===== src/rtl/multicycle_control.sv =====
// Multi-cycle RV32I control unit: sequences FETCH/DECODE/EXEC/MEM/WB with
// ready handshakes, drives datapath enables/selects, and halts in TRAP on faults.
module multicycle_control #(
   parameter int WAIT_LIMIT = 16,
   parameter int CNT_W      = 5
) (
   input  logic       clk,
   input  logic       rst_n,
   input  logic [6:0] op,
   input  logic [2:0] func3,
   input  logic [6:0] func7,
   input  logic       alu_zero,
   input  logic       alu_last_bit,
   input  logic       imem_ready,
   input  logic       dmem_ready,
   output logic       imem_req,
   output logic       ir_write,
   output logic       pc_write,
   output logic [1:0] pc_source,
   output logic [3:0] alu_control,
   output logic       alu_source,
   output logic       alu_a_pc,
   output logic [2:0] imm_source,
   output logic       mem_read,
   output logic       mem_write,
   output logic [1:0] result_source,
   output logic       reg_write,
   output logic       illegal_instr,
   output logic       bus_error,
   output logic       halted
);

   typedef enum logic [2:0] {S_FETCH, S_DECODE, S_EXEC, S_MEM, S_WB, S_TRAP} state_t;

   localparam logic [6:0] OP_LOAD  = 7'b0000011;
   localparam logic [6:0] OP_STORE = 7'b0100011;
   localparam logic [6:0] OP_R     = 7'b0110011;
   localparam logic [6:0] OP_I     = 7'b0010011;
   localparam logic [6:0] OP_BR    = 7'b1100011;
   localparam logic [6:0] OP_JAL   = 7'b1101111;
   localparam logic [6:0] OP_JALR  = 7'b1100111;
   localparam logic [6:0] OP_LUI   = 7'b0110111;
   localparam logic [6:0] OP_AUIPC = 7'b0010111;

   localparam logic [3:0] ALU_ADD  = 4'b0000, ALU_SUB  = 4'b0001, ALU_AND = 4'b0010,
                          ALU_OR   = 4'b0011, ALU_XOR  = 4'b0100, ALU_SLL = 4'b0101,
                          ALU_SRL  = 4'b0110, ALU_SRA  = 4'b0111, ALU_SLT = 4'b1000,
                          ALU_SLTU = 4'b1001, ALU_PASSB = 4'b1010;

   localparam logic [CNT_W-1:0] LIMIT_M1   = CNT_W'(WAIT_LIMIT - 1);
   localparam bit               TIMEOUT_EN = (WAIT_LIMIT != 0);

   state_t           state_q, state_d;
   logic [CNT_W-1:0] cnt_q, cnt_d;
   logic             illegal_q, illegal_d;
   logic             bus_err_q, bus_err_d;

   logic is_load, is_store, is_r, is_i, is_br, is_jal, is_jalr, is_lui, is_auipc, legal_op;
   logic expired, br_taken, br_legal;
   logic [3:0] alu_fn;
   logic [2:0] imm_sel;
   logic       unused_func7;

   logic       imem_req_c, ir_write_c, pc_write_c, alu_source_c, alu_a_pc_c;
   logic       mem_read_c, mem_write_c, reg_write_c;
   logic [1:0] pc_source_c, result_source_c;
   logic [3:0] alu_control_c;
   logic [2:0] imm_source_c;

   assign is_load  = (op == OP_LOAD);
   assign is_store = (op == OP_STORE);
   assign is_r     = (op == OP_R);
   assign is_i     = (op == OP_I);
   assign is_br    = (op == OP_BR);
   assign is_jal   = (op == OP_JAL);
   assign is_jalr  = (op == OP_JALR);
   assign is_lui   = (op == OP_LUI);
   assign is_auipc = (op == OP_AUIPC);
   assign legal_op = is_load | is_store | is_r | is_i | is_br | is_jal | is_jalr | is_lui | is_auipc;
   assign unused_func7 = ^{func7[6], func7[4:0]};

   // Last permitted waiting cycle; ready in this same cycle still proceeds
   assign expired  = TIMEOUT_EN && (cnt_q == LIMIT_M1);
   assign br_legal = (func3[2:1] != 2'b01);

   always_comb begin
      br_taken = 1'b0;
      case (func3)
         3'b000:         br_taken = alu_zero;
         3'b001:         br_taken = ~alu_zero;
         3'b100, 3'b110: br_taken = alu_last_bit;
         3'b101, 3'b111: br_taken = ~alu_last_bit;
         default:        br_taken = 1'b0;
      endcase
   end

   always_comb begin
      alu_fn = ALU_ADD;
      if (is_r || is_i) begin
         case (func3)
            3'b000:  alu_fn = (is_r && func7[5]) ? ALU_SUB : ALU_ADD;
            3'b001:  alu_fn = ALU_SLL;
            3'b010:  alu_fn = ALU_SLT;
            3'b011:  alu_fn = ALU_SLTU;
            3'b100:  alu_fn = ALU_XOR;
            3'b101:  alu_fn = func7[5] ? ALU_SRA : ALU_SRL;
            3'b110:  alu_fn = ALU_OR;
            default: alu_fn = ALU_AND;
         endcase
      end else if (is_br) begin
         alu_fn = !func3[2] ? ALU_SUB : (func3[1] ? ALU_SLTU : ALU_SLT);
      end else if (is_lui) begin
         alu_fn = ALU_PASSB;
      end
   end

   always_comb begin
      imm_sel = 3'b000;
      if (is_store)                imm_sel = 3'b001;
      else if (is_br)              imm_sel = 3'b010;
      else if (is_lui || is_auipc) imm_sel = 3'b011;
      else if (is_jal)             imm_sel = 3'b100;
   end

   always_comb begin
      state_d         = state_q;
      cnt_d           = '0;
      illegal_d       = illegal_q;
      bus_err_d       = bus_err_q;
      imem_req_c      = 1'b0;
      ir_write_c      = 1'b0;
      pc_write_c      = 1'b0;
      pc_source_c     = '0;
      alu_control_c   = '0;
      alu_source_c    = 1'b0;
      alu_a_pc_c      = 1'b0;
      imm_source_c    = '0;
      mem_read_c      = 1'b0;
      mem_write_c     = 1'b0;
      result_source_c = '0;
      reg_write_c     = 1'b0;
      case (state_q)
         S_FETCH: begin
            imem_req_c = 1'b1;
            if (imem_ready) begin
               ir_write_c = 1'b1;
               state_d    = S_DECODE;
            end else if (expired) begin
               state_d   = S_TRAP;
               bus_err_d = 1'b1;
            end else begin
               cnt_d = cnt_q + CNT_W'(1);
            end
         end
         S_DECODE: begin
            imm_source_c = imm_sel;
            if (legal_op) begin
               state_d = S_EXEC;
            end else begin
               state_d   = S_TRAP;
               illegal_d = 1'b1;
            end
         end
         S_EXEC: begin
            imm_source_c  = imm_sel;
            alu_control_c = alu_fn;
            alu_source_c  = ~(is_r | is_br);
            alu_a_pc_c    = is_auipc;
            if (is_br) begin
               if (br_legal) begin
                  pc_write_c  = 1'b1;
                  pc_source_c = br_taken ? 2'b01 : 2'b00;
                  state_d     = S_FETCH;
               end else begin
                  state_d   = S_TRAP;
                  illegal_d = 1'b1;
               end
            end else if (is_load || is_store) begin
               state_d = S_MEM;
            end else begin
               state_d = S_WB;
            end
         end
         S_MEM: begin
            imm_source_c  = imm_sel;
            alu_control_c = alu_fn;
            alu_source_c  = 1'b1;
            mem_read_c    = is_load;
            mem_write_c   = is_store;
            if (dmem_ready) begin
               if (is_load) begin
                  state_d = S_WB;
               end else begin
                  pc_write_c = 1'b1;
                  state_d    = S_FETCH;
               end
            end else if (expired) begin
               state_d   = S_TRAP;
               bus_err_d = 1'b1;
            end else begin
               cnt_d = cnt_q + CNT_W'(1);
            end
         end
         S_WB: begin
            imm_source_c    = imm_sel;
            reg_write_c     = 1'b1;
            pc_write_c      = 1'b1;
            result_source_c = is_load ? 2'b01 : ((is_jal || is_jalr) ? 2'b10 : 2'b00);
            pc_source_c     = is_jal ? 2'b01 : (is_jalr ? 2'b10 : 2'b00);
            state_d         = S_FETCH;
         end
         S_TRAP:  state_d = S_TRAP;
         default: state_d = S_TRAP;
      endcase
   end

   always_ff @(posedge clk or negedge rst_n) begin
      if (!rst_n) begin
         state_q   <= S_FETCH;
         cnt_q     <= '0;
         illegal_q <= 1'b0;
         bus_err_q <= 1'b0;
      end else begin
         state_q   <= state_d;
         cnt_q     <= cnt_d;
         illegal_q <= illegal_d;
         bus_err_q <= bus_err_d;
      end
   end

   // Gating with rst_n makes every output drop the instant reset asserts
   assign imem_req      = rst_n & imem_req_c;
   assign ir_write      = rst_n & ir_write_c;
   assign pc_write      = rst_n & pc_write_c;
   assign pc_source     = rst_n ? pc_source_c : '0;
   assign alu_control   = rst_n ? alu_control_c : '0;
   assign alu_source    = rst_n & alu_source_c;
   assign alu_a_pc      = rst_n & alu_a_pc_c;
   assign imm_source    = rst_n ? imm_source_c : '0;
   assign mem_read      = rst_n & mem_read_c;
   assign mem_write     = rst_n & mem_write_c;
   assign result_source = rst_n ? result_source_c : '0;
   assign reg_write     = rst_n & reg_write_c;
   assign illegal_instr = rst_n & illegal_q;
   assign bus_error     = rst_n & bus_err_q;
   assign halted        = rst_n & (state_q == S_TRAP);

endmodule


===== config.mk =====
export PLATFORM = sky130hd
export DESIGN_NAME = multicycle_control
export DESIGN_NICKNAME = d
export VERILOG_FILES = /design/src/rtl/multicycle_control.sv
export SDC_FILE = /design/constraint.sdc
export NUM_CORES = 1
export LEC_CHECK = 0
export BUFFER_PORTS_ARGS = -buffer_cell sky130_fd_sc_hd__buf_2
export CORE_ASPECT_RATIO = 0.75
export CORE_MARGIN = 8
export CORE_UTILIZATION = 35
export DETAILED_ROUTE_END_ITERATION = 16
export GPL_ROUTABILITY_DRIVEN = 0
export PLACE_DENSITY = 0.65
export SYNTH_ARGS = -nofsm -noshare
export SYNTH_HDL_FRONTEND = slang
export SYNTH_SLANG_ARGS = --single-unit

===== constraint.sdc =====
create_clock -name clk -period 4.25 [get_ports clk]
set_clock_uncertainty 0.1 [all_clocks]
set_input_delay 0.425 -clock clk [delete_from_list [all_inputs] [get_ports clk]]
set_output_delay 0.425 -clock clk [all_outputs]
set_load 0.01 [all_outputs]

==> flow_metrics.tcl, run 1 <==
set metrics [dict create \
    result_of_the_run "finished, final reports clean" \
    flop_to_flop_setup_slack_ns 2.63 \
    drv_cap 0 \
    worst_setup_path_end_kind "output pin" \
    final_layout_setup_total_negative_slack_ns 0 \
    path_buf_inv 3 \
    worst_path_dominant_cell_family "buffers and inverters" \
    hold_violation_total_from_the_final_report 0 \
    critical-path-slowest-cell "dlygate4sd3_1" \
    maxClockFrequency_mhz 336.1 \
    h-tree-depth 1 \
    drc 0 \
    cp-start-kind "input pin" \
    post-place-ws_ns 1.796 \
    yosysTopAreaCell "dfrtp_1" \
    drive_above_1_share 0.2798 \
    cts_tree "done" \
    yosysUniqueCellTypes 46 \
    synthArstFlopShare 1.000 \
    period_needed_ns 2.976 \
    syn2layout_area_growth_pct 23.43 \
    grt_util_met2 0.1744 \
    total_inserted_antenna_cells 0 \
    clk-insertion-delay-late_ns 0.23 \
    die_h_um 63.12 \
    numCtsBuffers 3 \
    via_count_of_the_first_global_routing_pass 1037 \
    synth-edff-count 0 \
    antenna_found_initial 0 \
    worst_slew_margin_rel 0.6052 \
    p_total_uw 225.8 \
    ys_dominant_reg_cell "dfrtp_1" \
    avgRoutedWirePerCell_um 14.19 \
    synth_commonest_cells "nor2_1 (13), dfrtp_1 (10), inv_1 (9)" \
    use_met3 0.02975 \
    yosys_register_bits 10 \
    post_cts_resize_count 0 \
    detailroute.via_count 1143 \
    cts-root-to-sink-buffers 2 \
    placement_rows 17 \
    detailedRoute.firstPassIterationCount 4 \
    avg_synthesized_cell_area_um2 7.848 \
    synth.area.top_cells "dfrtp_1 (24%), nor2_1 (4.7%), nand3b_1 (3.6%)" \
    totalWireLength_mm 2.924 \
    grt_most_used_layer "met2" \
    synth_cells 132 \
    globalRouteTotalUtil 0.1122 \
    io_pins 45 \
    post-cts-setup-buffers 0 \
    floorplan.die_area_um2 4975 \
    cell_area_after_synthesis_um2 1036 \
    cts_hold_buffers 1 \
    post_drt_via_cell_ratio 5.549 \
    detailedPlacementHpwl_mm 2.347 \
    path_type_of_the_worst_min_delay_path "flop to flop" \
    period_share 0.7001 \
    worst_pin_slew_ns 0.5877 \
    cts_root_buffer "clkbuf_8" \
    final_antenna_net_count 0 \
    crit_top_cell "buf_2" \
    gr-usage-met1 0.1516 \
    final_max_slew_viol_count 0 \
    most_common_cell_in_the_synthesized_netlist "nor2_1" \
    synth.net_count 156 \
    finalNetCount 194 \
    floorplan.initialDensity 0.3608 \
    cellPowerDensity_nw_per_um2 176.6 \
    worstPathRequired_ns 3.72 \
    grt_setup_unrepaired "no" \
    setup_viol 0 \
    placement.io_buffers 38 \
    width_of_the_chip_um 78.82 \
    fin_hold_ws_ns 0.3560 \
    clkSlewWorstSetupHoldPaths_ns 0.04 \
    finalWorstSetupSlack_ns 1.274 \
    cp_cell_sequence "dlygate4sd3_1 -> buf_2 -> nand2_1 -> or2_1 -> or4_1 -> a31oi_1 -> buf_2" \
    leakagePower_uw 0.0005910 \
    overflow 0 \
    slowest_delay_ns 0.52 \
    synth-seq-area-share 0.2415 \
    vdd.ir_drop.worst_mv 0.1463 \
    tritoncts_num_sinks 10 \
    drtIter0Drc 62 \
    pin_count_of_the_biggest_net_entering_global_routing 19 \
    core_region_area_um2 2872 \
    crit_fanout 18 \
    kind_of_critical_path "input pin to output pin" \
    worstPathArrival_ns 2.45 \
    filler_cell_count 299 \
    synth_largest_type_area_fraction 0.2415 \
    ys_warn_count 0 \
    grt_first_pass_wirelength_mm 4.719 \
]
==> final cells by class <==
cell class,instances,area [um^2],area share
Clock buffer,3,41.29,0.03229
Sequential cell,10,250.2,0.1957
Timing Repair Buffer,39,200.2,0.1566
Tap cell,38,47.55,0.03718
Inverter,9,33.78,0.02642
Multi-Input combinational cell,107,705.7,0.5519
==> flip-flops by register name (all words and copies together) (netlist names) <==
name and flops:
cnt_q 5, bus_err_q 1, state_q 3, illegal_q 1
==> where the power goes <==
group	internal (uW)	switching [uW]	total [uW]	leakage, uW
registers	95.6	0	95.6	0.000129
clock network	61.6	32.3	93.9	0.0000216
logic	14.4	22.0	36.3	0.000440
==> layout by cell type, fill, tap and decap left out, types with 2 or more instances in the layout <==
master and count:
and3_1 4, nand3b_1 5, nor2b_1 2, nor2_1 13, nor4_1 2, nand4_1 5, and4b_1 2, xor2_1 2
a21o_1 2, nand4b_1 3, or3_1 3, nand2b_1 5, nand3_1 7, nor3_1 6, nand2_1 6, buf_2 38
dfrtp_1 10, clkbuf_8 3, a21oi_1 5, a2111oi_0 3, and2_1 3, xnor2_1 3, o21ai_0 5, inv_1 9
==> routing by layer <==
| layer | part of all wire | wire length (um) |
|---|---|---|
| met1 | 0.48 | 1390 |
| met2 | 0.47 | 1364 |
| met3 | 0.058 | 170 |
| met4 | 0 | 0 |
| met5 | 0 | 0 |
==> cells by family after synthesis <==
logic type	Yosys count	synth area share
adder cells (fa/ha/maj)	1	0.01208
buffers and inverters	15	0.07729
XOR/XNOR	5	0.04228
AO/OA/AOI/OAI	27	0.1872
multiplexers	1	0.009662
flip-flops	10	0.2415
AND/OR/NAND/NOR	73	0.4300
==> stage by stage <==
stage / std cells / utilization / instance area (um^2)
2_1_floorplan: 132 / - / 1036
3_3_place_gp: 202 / 0.4275 / 1227
3_5_place_dp: 202 / 0.4275 / 1227
4_1_cts: 206 / 0.4453 / 1279
5_1_grt: 206 / 0.4453 / 1279
6_report: 206 / 0.4453 / 1279
==> path summary, 6_finish.rpt <==
path | startpoint | end | cells past startpoint
min | bus_err_q | bus_err_q | 1
min reg2reg | bus_err_q | bus_err_q | 1
min in group asynchronous | rst_n | cnt_q[3] | 2
max reg2reg | state_q[0] | cnt_q[3] | 3
max | rst_n | alu_control[1] | 7
max in group asynchronous | rst_n | illegal_q | 2
Note: power is estimated with default switching activity, not from simulation.
==> inputs of run 2 (changes only) <==
==> constraint.sdc (replaced) <==
create_clock -name clk -period 2.8 [get_ports clk]
set_clock_uncertainty 0.1 [all_clocks]
set_input_delay 0.28 -clock clk [delete_from_list [all_inputs] [get_ports clk]]
set_output_delay 0.28 -clock clk [all_outputs]
set_load 0.01 [all_outputs]
==> run 2 against run 1 <==
Against the previous run: final cell count up 0.49%; total power rose by 53%; non-clock buffer count is 1 higher; largest cell class unchanged; die area did not move; clock-buffer cell count did not move; worst setup slack got worse by 0.92 ns; routed wire length increased by 2.8%; combinational power up 55%; register-to-register slack got worse by 1.5 ns.
==> flow_metrics.tcl, run 2 (synthesized netlist as in run 1, its figures left out) <==
set metrics [dict create \
    io_pins 45 \
    largest_register_ff_count 5 \
    largest-register "cnt_q" \
    post_drt_via_cell_ratio 5.560 \
    cellPowerDensity_nw_per_um2 268.7 \
    result_of_the_run "finished, final reports clean" \
    most_common_library_cell_in_the_layout_ignoring_fill_and_taps "buf_2" \
    worstPathArrival_ns 2.07 \
    finalNetCount 195 \
    globalRouteTotalUtil 0.1172 \
    grt_most_used_layer "met2" \
    tritoncts_num_sinks 10 \
    area_used_by_multi_input_combinational_logic_um2 705.7 \
    cts_root_buffer "clkbuf_8" \
    via_count_of_the_first_global_routing_pass 1136 \
    use_met3 0.03399 \
    post-cts-setup-buffers 0 \
    clkSlewWorstSetupHoldPaths_ns 0.04 \
    die_h_um 63.12 \
    core_region_area_um2 2872 \
    worst_pin_slew_ns 0.4995 \
    fin_hold_ws_ns 0.2971 \
    largest_registers "cnt_q: 5 flops, state_q: 3 flops" \
    clk-insertion-delay-late_ns 0.23 \
    critical-path-slowest-cell "dlygate4sd3_1" \
    detailedPlacementHpwl_mm 2.433 \
    floorplan.die_area_um2 4975 \
    total_switching_power_uw 84.19 \
    maxClockFrequency_mhz 408.8 \
    setup_viol 0 \
    worst_slew_margin_rel 0.6584 \
    grt_first_pass_wirelength_mm 4.995 \
    power_frac_seq 0.420 \
    vdd.ir_drop.worst_mv 0.1734 \
    worst-r2r-cell-count 3 \
    numCtsBuffers 3 \
    leakagePower_uw 0.0005958 \
    detailedRoute.firstPassIterationCount 4 \
    final_layout_setup_total_negative_slack_ns 0 \
    drc 0 \
    slowest_delay_ns 0.52 \
    path_type_of_the_worst_min_delay_path "input pin to flop" \
    final_antenna_net_count 0 \
    flop_to_flop_setup_slack_ns 1.17 \
    min_delay_path_depth 3 \
    gr-usage-met1 0.1442 \
    period_needed_ns 2.446 \
    p_int_uw 261.4 \
    detailroute.via_count 1151 \
    worst_setup_path_end_kind "output pin" \
    cts-root-to-sink-buffers 2 \
    grt_setup_unrepaired "no" \
    drv_cap 0 \
    syn2layout_area_growth_pct 24.15 \
    h-tree-depth 1 \
    filler_cell_count 297 \
    cp-start-kind "input pin" \
    hold_path_end "illegal_q" \
    pwr-share-comb 0.163 \
    hold_violation_total_from_the_final_report 0 \
    final_max_slew_viol_count 0 \
    sequential_cell_area_um2 250.2 \
    period_share 0.8736 \
    floorplan.initialDensity 0.3608 \
    hold_path_start "func3[1]" \
    finalWorstSetupSlack_ns 0.3538 \
    width_of_the_chip_um 78.82 \
    cp_cell_sequence "dlygate4sd3_1 -> buf_2 -> nand2_1 -> or2_1 -> or4_1 -> a31oi_1 -> buf_2" \
    drive_above_1_share 0.2840 \
    placement_rows 17 \
    avgRoutedWirePerCell_um 14.53 \
    sw_frac_of_total 0.2436 \
    post-place-ws_ns 0.7681 \
    most-common-layout-cells "buf_2 (38), nor2_1 (13), dfrtp_1 (10)" \
    grt_util_met2 0.1961 \
    end_of_the_worst_register_to_register_path "cnt_q[3]" \
    rr_startpoint "state_q[0]" \
    total_inserted_antenna_cells 0 \
    kind_of_critical_path "input pin to output pin" \
    totalWireLength_mm 3.007 \
    drtIter0Drc 137 \
    worstPathRequired_ns 2.42 \
    antenna_found_initial 0 \
    share_clk_of_total_power 0.417 \
    crit_top_cell "buf_2" \
    pin_count_of_the_biggest_net_entering_global_routing 18 \
    crit_fanout 5 \
    cts_tree "done" \
    overflow 0 \
    placement.io_buffers 38 \
]
run 2: worst max-delay path by stage:
| stage | from | end |
|---|---|---|
| 2_1_floorplan | op[6] | alu_control[0] |
| 3_3_place_gp | state_q[1] | alu_control[1] |
| 3_5_place_dp | state_q[1] | alu_control[1] |
| 4_1_cts | rst_n | alu_control[1] |
| 5_1_grt | rst_n | alu_control[1] |
| 6_report | rst_n | alu_control[1] |
run 2: timing repair:
item,CTS,global route
hold buffers,1,0
hold endpoints to repair,10,0
resized for setup,0,0
run 2: final cells by class:
type	count	area share
Clock buffer	3	0.03210
Inverter	9	0.02626
Multi-Input combinational cell	107	0.5486
Sequential cell	10	0.1946
Tap cell	38	0.03697
Timing Repair Buffer	40	0.1615
run 2: per-stage QoR:
stage	instance area (um^2)	utilization	power, uW	std cells
finish	1286	0.4479	345.6	207
global route	1286	0.4479	366.8	207
CTS	1286	0.4479	351.5	207
detailed placement	1235	0.4301	201.7	203
global placement	1235	0.4301	200.4	203
floorplan	1036	-	172.5	132
run 2: power groups by stage:
stage	logic [uW]	clock network, uW	registers (uW)
6_report	56.4	144	145
5_1_grt	62.6	159	145
4_1_cts	55.9	151	145
3_5_place_dp	54.5	0	147
3_3_place_gp	53.3	0	147
2_1_floorplan	25.3	0	147
run 2: metal layers:
layer	routed length (um)	share of wire
met1	1284	0.43
met2	1431	0.48
met3	279	0.093
met4	11	0.0037
met5	0	0
run 2: critical path, delay by kind of cell:
family | cells | cell delay, ns
AO/OA/AOI/OAI | 1 | 0.14
buffers and inverters | 3 | 0.80
AND/OR/NAND/NOR | 3 | 0.85
==> inputs of run 3 (changes only) <==
==> constraint.sdc (replaced) <==
create_clock -name clk -period 2.9 [get_ports clk]
set_clock_uncertainty 0.1 [all_clocks]
set_input_delay 0.29 -clock clk [delete_from_list [all_inputs] [get_ports clk]]
set_output_delay 0.29 -clock clk [all_outputs]
set_load 0.01 [all_outputs]
==> run 3 against run 2 <==
Against the previous run: clock-buffer cell count unchanged; largest cell class unchanged; critical path depth stayed put; largest power group unchanged; clock power shrank 6%; non-clock buffer count is the same; design area did not move; routed wire length decreased by 0.60%.
==> flow_metrics.tcl, run 3 (synthesized netlist as in run 1, its figures left out) <==
set metrics [dict create \
    floorplan.initialDensity 0.3608 \
    final_layout_setup_total_negative_slack_ns 0 \
    cts_hold_buffers 1 \
    die_h_um 63.12 \
    finalNetCount 195 \
    largest-register "cnt_q" \
    grt_first_pass_wirelength_mm 4.871 \
    width_of_the_chip_um 78.82 \
    tritoncts_num_sinks 10 \
    core_region_area_um2 2872 \
    worst_setup_path_end_kind "output pin" \
    totalWireLength_mm 2.989 \
    total_inserted_antenna_cells 0 \
    grt_setup_unrepaired "no" \
    critical_path.startpoint "rst_n" \
    finalWorstSetupSlack_ns 0.4447 \
    critical-path-slowest-cell "dlygate4sd3_1" \
    worst_path_dominant_cell_family "simple AND/OR/NAND/NOR gates" \
    sequential_cell_area_um2 250.2 \
    syn2layout_area_growth_pct 24.15 \
    vdd.ir_drop.worst_mv 0.1649 \
    cts_tree "done" \
    cts_root_buffer "clkbuf_8" \
    post-place-ws_ns 0.8645 \
    hold_violation_total_from_the_final_report 0 \
    clk-insertion-delay-late_ns 0.23 \
    most-common-layout-cells "buf_2 (38), nor2_1 (13), dfrtp_1 (10)" \
    period_share 0.8467 \
    final_max_slew_viol_count 0 \
    placement_rows 17 \
    floorplan.die_area_um2 4975 \
    worst_pin_slew_ns 0.5330 \
    clkSlewWorstSetupHoldPaths_ns 0.04 \
    post_cts_resize_count 0 \
    largest_register_ff_count 5 \
    cp_cell_sequence "dlygate4sd3_1 -> buf_2 -> nand2_1 -> or2_1 -> or4_1 -> a31oi_1 -> buf_2" \
    h-tree-depth 1 \
    pin_count_of_the_biggest_net_entering_global_routing 18 \
    kind_of_critical_path "input pin to output pin" \
    final_antenna_net_count 0 \
    final_core_utilization 0.4479 \
    most_common_library_cell_in_the_layout_ignoring_fill_and_taps "buf_2" \
    rr_startpoint "state_q[0]" \
    placement.io_buffers 38 \
    crit_fanout 5 \
    globalRouteTotalUtil 0.1150 \
    path_type_of_the_worst_min_delay_path "input pin to flop" \
    overflow 0 \
    drtIter0Drc 75 \
    cellPowerDensity_nw_per_um2 256.1 \
    detailedRoute.firstPassIterationCount 4 \
    path_buf_inv 3 \
    crit_top_cell "buf_2" \
    area_used_by_multi_input_combinational_logic_um2 705.7 \
    avgRoutedWirePerCell_um 14.44 \
    drc 0 \
    numCtsBuffers 3 \
    flop_to_flop_setup_slack_ns 1.28 \
    maxClockFrequency_mhz 407.3 \
    slowest_delay_ns 0.52 \
    via_count_of_the_first_global_routing_pass 1084 \
    worstPathArrival_ns 2.07 \
    filler_cell_count 309 \
    cts-root-to-sink-buffers 2 \
    post_drt_via_cell_ratio 5.560 \
    worst_slew_margin_rel 0.6419 \
    antenna_found_initial 0 \
    hold_path_start "imem_ready" \
    drive_above_1_share 0.2840 \
    largest_registers "cnt_q: 5 flops, state_q: 3 flops" \
    post-cts-setup-buffers 0 \
    leakagePower_uw 0.0005958 \
    setup_viol 0 \
    io_pins 45 \
    detailedPlacementHpwl_mm 2.383 \
    drv_cap 0 \
    period_needed_ns 2.455 \
    result_of_the_run "finished, final reports clean" \
    worstPathRequired_ns 2.51 \
    detailroute.via_count 1151 \
    cp-start-kind "input pin" \
]
run 3: cell counts in the layout (fill, tap and decap cells not counted):
Identical to the previous run, type by type.
run 3: metal layers:
metal / global-route usage / vias to the layer above / part of all wire
met4: 0.02074 / 0 / 0
met5: 0 / - / 0
li1: - / 564 / -
met3: 0.03258 / 0 / 0.086
met1: 0.1479 / 546 / 0.44
met2: 0.1868 / 41 / 0.47
run 3: metrics by stage:
stage                     power, uW  hold WS [ns]  instance area, um^2  instances
final                         329.4        0.3189                 1286        207
after global routing          347.7        0.3747                 1286        207
after CTS                     333.4        0.3080                 1286        207
after detailed placement      194.4        0.1599                 1235        203
after global placement        193.5        0.1578                 1235        203
after floorplan               166.5       -0.1056                 1036        132
run 3: worst register-to-register path, stage by stage (launching register included):
cell and delay (ns):
dfrtp_1 0.50, or3_1 0.43, a21oi_1 0.31, and3_1 0.21
run 3: cell type report:
| cell class | count | area share |
|---|---|---|
| Multi-Input combinational cell | 107 | 0.5486 |
| Sequential cell | 10 | 0.1946 |
| Timing Repair Buffer | 40 | 0.1615 |
| Tap cell | 38 | 0.03697 |
| Clock buffer | 3 | 0.03210 |
| Inverter | 9 | 0.02626 |
run 3: worst paths after layout:
check                                       to  cells after the start
worst min-delay path                  cnt_q[2]                      3
worst min register to register       bus_err_q                      1
worst max register to register        cnt_q[1]                      3
worst max-delay path            alu_control[1]                      7
max in group asynchronous            illegal_q                      3
min in group asynchronous           state_q[1]                      3
run 3: power by group:
part	internal (uW)	switching (uW)	total (uW)	leakage (uW)
Sequential	140	0	140	0.000129
Clock	90.0	45.0	135	0.0000216
Combinational	22.0	32.3	54.2	0.000445
